**config.mk**
```make
export PLATFORM = sky130hd
export DESIGN_NAME = mdu_seq
export DESIGN_NICKNAME = d
export VERILOG_FILES = /design/src/rtl/alu_pkg.sv /design/src/rtl/mdu_iter_step.sv /design/src/rtl/mdu_seq.sv
export SDC_FILE = /design/constraint.sdc
export NUM_CORES = 1
export LEC_CHECK = 0
export CAP_MARGIN = 0
export CORE_MARGIN = 2
export CORE_UTILIZATION = 54
export DETAILED_ROUTE_END_ITERATION = 10
export PLACE_DENSITY = 0.86
export SYNTH_ARGS = -nofsm -noshare
export SYNTH_HDL_FRONTEND = slang
export SYNTH_HIERARCHICAL = 1
export SYNTH_SLANG_ARGS = --single-unit
```
**constraint.sdc**
```tcl
create_clock -name CLK -period 3.5 [get_ports CLK]
set_clock_uncertainty 0.2 [all_clocks]
set_input_delay 0.35 -clock CLK [delete_from_list [all_inputs] [get_ports CLK]]
set_output_delay 0.35 -clock CLK [all_outputs]
set_load 0.05 [all_outputs]
```
**src/rtl/alu_pkg.sv**
```systemverilog
// Shared ALU definitions: M-extension select codes, MDU state encoding and
// the fixed results used for the divide special cases.
package alu_pkg;

  localparam int XLEN = 32;

  localparam logic [4:0] SEL_MUL    = 5'b01001;
  localparam logic [4:0] SEL_MULH   = 5'b01010;
  localparam logic [4:0] SEL_MULHU  = 5'b01011;
  localparam logic [4:0] SEL_MULHSU = 5'b01100;
  localparam logic [4:0] SEL_DIV    = 5'b01101;
  localparam logic [4:0] SEL_DIVU   = 5'b01110;
  localparam logic [4:0] SEL_REM    = 5'b01111;
  localparam logic [4:0] SEL_REMU   = 5'b10000;

  localparam logic [XLEN-1:0] DIV0_Q  = 32'hFFFF_FFFF;
  localparam logic [XLEN-1:0] INT_MIN = 32'h8000_0000;

  typedef enum logic [1:0] {
    S_IDLE,
    S_CALC,
    S_FIX,
    S_DONE
  } mdu_state_e;

  function automatic logic isMOp(input logic [4:0] sel);
    return sel inside {SEL_MUL, SEL_MULH, SEL_MULHU, SEL_MULHSU,
                       SEL_DIV, SEL_DIVU, SEL_REM, SEL_REMU};
  endfunction

  function automatic logic isDivOp(input logic [4:0] sel);
    return sel inside {SEL_DIV, SEL_DIVU, SEL_REM, SEL_REMU};
  endfunction

endpackage

```
**src/rtl/mdu_iter_step.sv**
```systemverilog
// One combinational iteration of the shared multiply/divide datapath.
// Multiply shifts {hi,lo} right after a conditional add; divide shifts left.
module mdu_iter_step
  import alu_pkg::*;
(
  input  logic            isDiv_i,
  input  logic [XLEN-1:0] hi_i,
  input  logic [XLEN-1:0] lo_i,
  input  logic [XLEN-1:0] opb_i,
  output logic [XLEN-1:0] hi_o,
  output logic [XLEN-1:0] lo_o
);

  logic [XLEN:0]   sum;
  logic [XLEN:0]   shifted;
  logic [XLEN+1:0] diff;
  logic            unused_diffMsb;

  // A successful trial subtract leaves a value below the divisor, so bit XLEN is always zero.
  assign unused_diffMsb = diff[XLEN];

  always_comb begin
    sum     = {1'b0, hi_i} + (lo_i[0] ? {1'b0, opb_i} : '0);
    shifted = {hi_i, lo_i[XLEN-1]};
    diff    = {1'b0, shifted} - {2'b00, opb_i};
    if (isDiv_i) begin
      if (diff[XLEN+1]) begin
        hi_o = shifted[XLEN-1:0];
        lo_o = {lo_i[XLEN-2:0], 1'b0};
      end else begin
        hi_o = diff[XLEN-1:0];
        lo_o = {lo_i[XLEN-2:0], 1'b1};
      end
    end else begin
      hi_o = sum[XLEN:1];
      lo_o = {sum[0], lo_i[XLEN-1:1]};
    end
  end

endmodule

```
**src/rtl/mdu_seq.sv**
```systemverilog
// Multi-cycle RV32M multiply/divide unit: operates on magnitudes for 32 CALC
// cycles, then applies sign correction and result select in FIX.
module mdu_seq #(
  parameter int unsigned XLEN = 32
) (
  input  logic            CLK,
  input  logic            RESET,
  input  logic            START,
  input  logic [XLEN-1:0] DATA1,
  input  logic [XLEN-1:0] DATA2,
  input  logic [4:0]      SELECT,
  input  logic            FLUSH,
  output logic            BUSY,
  output logic            DONE,
  output logic [XLEN-1:0] RESULT
);
  import alu_pkg::*;

  mdu_state_e        state_q, state_d;
  logic [4:0]        cnt_q, cnt_d;
  logic [4:0]        op_q, op_d;
  logic              negQuot_q, negQuot_d;
  logic              negRem_q, negRem_d;
  logic [XLEN-1:0]   hi_q, hi_d;
  logic [XLEN-1:0]   lo_q, lo_d;
  logic [XLEN-1:0]   opb_q, opb_d;
  logic [XLEN-1:0]   result_q, result_d;

  logic [XLEN-1:0]   stepHi, stepLo;
  logic              signA, signB, accept, special;
  logic [XLEN-1:0]   magA, magB, specialResult;
  logic [2*XLEN-1:0] product;
  logic [XLEN-1:0]   quot, rem;

  mdu_iter_step u_step (
    .isDiv_i (isDivOp(op_q)),
    .hi_i    (hi_q),
    .lo_i    (lo_q),
    .opb_i   (opb_q),
    .hi_o    (stepHi),
    .lo_o    (stepLo)
  );

  // DONE has BUSY low, so a new request may be taken straight out of DONE.
  always_comb begin
    signA   = DATA1[XLEN-1] && (SELECT inside {SEL_MULH, SEL_MULHSU, SEL_DIV, SEL_REM});
    signB   = DATA2[XLEN-1] && (SELECT inside {SEL_MULH, SEL_DIV, SEL_REM});
    magA    = signA ? -DATA1 : DATA1;
    magB    = signB ? -DATA2 : DATA2;
    accept  = START && !FLUSH && isMOp(SELECT) &&
              (state_q == S_IDLE || state_q == S_DONE);
    special       = 1'b0;
    specialResult = '0;
    if (isDivOp(SELECT)) begin
      if (DATA2 == '0) begin
        special       = 1'b1;
        specialResult = (SELECT inside {SEL_DIV, SEL_DIVU}) ? DIV0_Q : DATA1;
      end else if ((SELECT inside {SEL_DIV, SEL_REM}) && DATA1 == INT_MIN && DATA2 == '1) begin
        special       = 1'b1;
        specialResult = (SELECT == SEL_DIV) ? INT_MIN : '0;
      end
    end
  end

  always_comb begin
    product = {hi_q, lo_q};
    if (negQuot_q) begin
      product = -product;
    end
    quot = negQuot_q ? -lo_q : lo_q;
    rem  = negRem_q ? -hi_q : hi_q;
  end

  always_comb begin
    state_d   = state_q;
    cnt_d     = cnt_q;
    op_d      = op_q;
    negQuot_d = negQuot_q;
    negRem_d  = negRem_q;
    hi_d      = hi_q;
    lo_d      = lo_q;
    opb_d     = opb_q;
    result_d  = result_q;
    case (state_q)
      S_IDLE, S_DONE: begin
        state_d = S_IDLE;
        if (accept) begin
          op_d      = SELECT;
          negQuot_d = signA ^ signB;
          negRem_d  = signA;
          cnt_d     = '0;
          hi_d      = '0;
          if (isDivOp(SELECT)) begin
            lo_d  = magA;
            opb_d = magB;
          end else begin
            lo_d  = magB;
            opb_d = magA;
          end
          if (special) begin
            result_d = specialResult;
            state_d  = S_DONE;
          end else begin
            state_d = S_CALC;
          end
        end
      end
      S_CALC: begin
        hi_d  = stepHi;
        lo_d  = stepLo;
        cnt_d = cnt_q + 5'd1;
        if (cnt_q == 5'd31) begin
          state_d = S_FIX;
        end
      end
      S_FIX: begin
        case (op_q)
          SEL_MUL:                         result_d = product[XLEN-1:0];
          SEL_MULH, SEL_MULHU, SEL_MULHSU: result_d = product[2*XLEN-1:XLEN];
          SEL_DIV, SEL_DIVU:               result_d = quot;
          default:                         result_d = rem;
        endcase
        state_d = S_DONE;
      end
      default: state_d = S_IDLE;
    endcase
    if (FLUSH) begin
      state_d  = S_IDLE;
      result_d = result_q;
    end
  end

  always_ff @(posedge CLK) begin
    if (!RESET) begin
      state_q   <= S_IDLE;
      cnt_q     <= '0;
      op_q      <= '0;
      negQuot_q <= 1'b0;
      negRem_q  <= 1'b0;
      hi_q      <= '0;
      lo_q      <= '0;
      opb_q     <= '0;
      result_q  <= '0;
    end else begin
      state_q   <= state_d;
      cnt_q     <= cnt_d;
      op_q      <= op_d;
      negQuot_q <= negQuot_d;
      negRem_q  <= negRem_d;
      hi_q      <= hi_d;
      lo_q      <= lo_d;
      opb_q     <= opb_d;
      result_q  <= result_d;
    end
  end

  assign BUSY   = (state_q == S_CALC) || (state_q == S_FIX);
  assign DONE   = (state_q == S_DONE);
  assign RESULT = result_q;

endmodule

```
==> metrics.csv <==
metric,value,unit
TritonCTS Buffers,17,
H-tree depth,4,
vias post-DR,19100,
hold_ws,0.252,ns
first-pass iteration count of the detailed router,6,
R2R Setup Slk,0.07,ns
Post-Route WL,67900,µm
slowest CP cell,dfxtp_4,
IO Port Bufs,106,
"slowest stage delay, CP",0.38,ns
Detailed Route Iter0 Violations,2712,
Cells after Synth,2181,
number of library cell types mapped by synthesis,93,
# IOs,107,
worst-margin pin slew,0.960,ns
RSZ-0062 raised after global routing,yes,
status,finished clean,
post-route minimum period,3.43,ns
GRT Resource Usage Total,43.1,%
first-pass GRT wire length,102000,µm
"Warnings, synthesis",6,
maximum number of pins on one net before global-route repair,92,
Setup crit end,hi_q[27],
pre-CTS setup slack,-0.170,ns
crit path capture type,register,
final worst setup slack,0.0654,ns
leakage power,8.34,nW
cell depth of the worst flop-to-flop path,15,
antenna violations before repair,1,
Final nets,2590,
cts hold-fix bufs,0,
Critical Path RT,3.69,ns
share of the yosys chip area belonging to registers,18.1,%
drt drc,0,
CP max FO,16,
Die Y,174,µm
DIE WIDTH,174,µm
Die ar.,0.0304,mm²
Post-Syn Nets,2331,
fin crit share,98.1,%
row count,62,
"Top FF cell, synth",dfxtp_1,
CTS tree,yes,
Clock Sinks,142,
Root Buffer,clkbuf_16,
register area,0.00285,mm²
Async SR Flop Fraction,0,%
Clock Latency Late Sink,0.46,ns
Slew Limit Fails,0,
share of cells above drive strength 1,18.8,%
average routed wire per standard cell,23.9,µm
Mapped Area,0.0157,mm²
"FF+latch count, synth",142,
critical path class,register to register,
MaxCap Viol Count,0,
"CTS clk-pin slew, worst paths",0.08,ns
Critical Path AT,3.63,ns
via-per-instance ratio,6.72,
CP cell instances,buf_6 -> buf_4 -> and2_1 -> ha_1 -> a21oi_2 -> o21bai_1 -> a21oi_1 -> o21ai_0 -> a31o_2 -> a41oi_2 -> o21ai_2 -> mux2_4 -> a211oi_2 -> nand3_1 -> a21boi_1,
dpl hpwl,52600,µm
critical path startpoint,lo_q[0],
antenna-violating nets left,0,
Area Overhead vs Synth,27.0,%
slew margin rel.,35.7,%
PwrDens,265,mW/mm²
grt total ovfl,0,
Max clock buf depth,2,
R2R Path Start,lo_q[0],
number of synthesized flops with an enable pin,0,
Initial Utilization,54.8,%
VDD IR max,0.320,mV
startpoint class of the critical path,register,
Highest Clock Rate,0.291,GHz
vias in the first global route,17900,
multi-input logic area,0.0123,mm²
Final Hold Fails,0,
syn avg cell area,7.19,µm²
RR Endpoint,hi_q[27],
routability cong.,1.12,
Setup-failing EPs final,0,
layout filler cell count,2343,
core area,0.0286,mm²
Hold Crit Class,input port to register,
## worst min-delay path by stage
stage | slack, ns | endpoint | cells past startpoint | from
2_1_floorplan | 0.23 | state_q[0] | 1 | FLUSH
3_3_place_gp | 0.25 | cnt_q[4] | 2 | cnt_q[4]
3_5_place_dp | 0.27 | cnt_q[4] | 2 | cnt_q[4]
4_1_cts | 0.27 | RESULT[22] | 2 | RESET
5_1_grt | 0.31 | RESULT[22] | 2 | RESET
6_report | 0.25 | hi_q[24] | 2 | RESET
## registers in the layout, indices dropped and copies added, names as in the netlist
name       count
op_q           5
negRem_q       1
cnt_q          5
opb_q         32
lo_q          32
negQuot_q      1
hi_q          32
state_q        2
RESULT        32
## logic make-up (layout without fill, tap and decap cells)
family	Yosys count	in the layout	share of synthesized area [%]
XOR/XNOR	183	183	10.2
multiplexers	88	88	5.91
adder cells (fa/ha/maj)	77	77	6.24
AND/OR/NAND/NOR	733	733	23.1
other	0	1	0
flip-flops	142	142	18.1
AO/OA/AOI/OAI	736	736	30.9
buffers and inverters	222	494	5.50
## area by class of cell
class / count / area share [%]
sequential: 142 / 14.3
timing repair buffer: 394 / 17.0
multi-input combinational: 1817 / 61.9
inverter: 68 / 1.28
clock inverter: 15 / 0.961
tap: 384 / 2.41
antenna: 1 / 0.0126
clock buffer: 17 / 2.13
## where the power goes
part | total, mW | internal, mW | switching [mW]
Clock | 2.01 | 1.09 | 0.914
Sequential | 1.69 | 1.65 | 0.0413
Combinational | 1.60 | 0.671 | 0.925
Total | 5.29 | 3.41 | 1.88
## critical path, delay by kind of cell, from the launching register on
family | cells | cell delay (ns)
AO/OA/AOI/OAI | 9 | 1.59
adder cells (fa/ha/maj) | 1 | 0.32
buffers and inverters | 2 | 0.32
flip-flops | 1 | 0.38
multiplexers | 1 | 0.31
AND/OR/NAND/NOR | 2 | 0.24
## cells in the mapped netlist (5+ instances only)
| cell | count | share of area [%] |
|---|---|---|
| o2111ai_1 | 6 | 0.33 |
| o211a_1 | 7 | 0.45 |
| a21oi_1 | 189 | 6.0 |
| nor4_1 | 34 | 1.4 |
| xnor2_1 | 85 | 4.7 |
| o21a_1 | 20 | 0.96 |
| o32ai_1 | 5 | 0.28 |
| o31ai_1 | 30 | 1.4 |
| and2_1 | 44 | 1.8 |
| dfxtp_1 | 142 | 18 |
| clkbuf_1 | 129 | 3.1 |
| o221ai_1 | 7 | 0.39 |
| nand2b_1 | 20 | 0.80 |
| ha_1 | 75 | 6.0 |
| a21boi_0 | 54 | 2.6 |
| a21o_1 | 37 | 1.8 |
| buf_1 | 16 | 0.38 |
| inv_1 | 66 | 1.6 |
| o211ai_1 | 24 | 1.1 |
| o22ai_1 | 24 | 0.96 |
| or2_2 | 12 | 0.48 |
| nor3_1 | 42 | 1.3 |
| o21bai_1 | 7 | 0.33 |
| o21ai_0 | 156 | 5.0 |
| nor3b_1 | 8 | 0.38 |
| a22oi_1 | 12 | 0.57 |
| o21ai_1 | 5 | 0.16 |
| nand3_1 | 75 | 2.4 |
| mux2i_1 | 51 | 3.3 |
| nor2_1 | 174 | 4.2 |
| nor2b_1 | 27 | 1.1 |
| mux2_2 | 37 | 2.7 |
| o41ai_1 | 20 | 1.1 |
| a211o_1 | 14 | 0.78 |
| xor2_1 | 98 | 5.5 |
| a31oi_1 | 35 | 1.4 |
| nand2_1 | 191 | 4.6 |
| or4_1 | 19 | 0.91 |
| or3_1 | 21 | 0.84 |
| a211oi_1 | 26 | 1.2 |
| and3_1 | 13 | 0.52 |
| nand4_1 | 28 | 1.1 |
## cells in the final DEF, fill, tap and decap left out, types with 29 or more instances in the layout
cell             count
o21ai_0            148
ha_1                65
buf_4              275
a21o_1              37
and2_1              44
inv_1               66
nand3_1             75
a21boi_0            47
nor3_1              41
mux2i_1             51
a31oi_1             33
o31ai_1             29
nor4_1              32
nor2_1             174
dfxtp_1            137
nand2_1            190
a21oi_1            179
xnor2_1             85
clkdlybuf4s50_1    105
xor2_1              98
mux2_2              36
## per-layer routing
metal  GRT usage [%]  part of all wire (%)
met2            67.6                    43
met3            9.91                    12
met1            54.2                    38
met4            24.7                   6.8
met5               0                 0.019
## metrics by stage
| stage | cells | power, mW | instance area, µm² | util [%] | setup TNS, ns |
|---|---|---|---|---|---|
| floorplan | 2181 | 2.57 | 15700 | - | 0 |
| global placement | 2801 | 3.21 | 19000 | 66.3 | -0.292 |
| detailed placement | 2801 | 3.22 | 19000 | 66.3 | -1.16 |
| CTS | 2834 | 5.19 | 19700 | 68.7 | 0 |
| global route | 2837 | 5.42 | 19900 | 69.6 | -0.192 |
| finish | 2838 | 5.29 | 19900 | 69.6 | 0 |
## what timing repair did
| item | CTS | global route |
|---|---|---|
| setup endpoints to repair | 11 | 41 |
| pin swaps | 6 | 19 |
| buffers inserted | 1 | 3 |
| gates resized for setup | 13 | 57 |
Note: power is estimated with default switching activity, not from simulation.
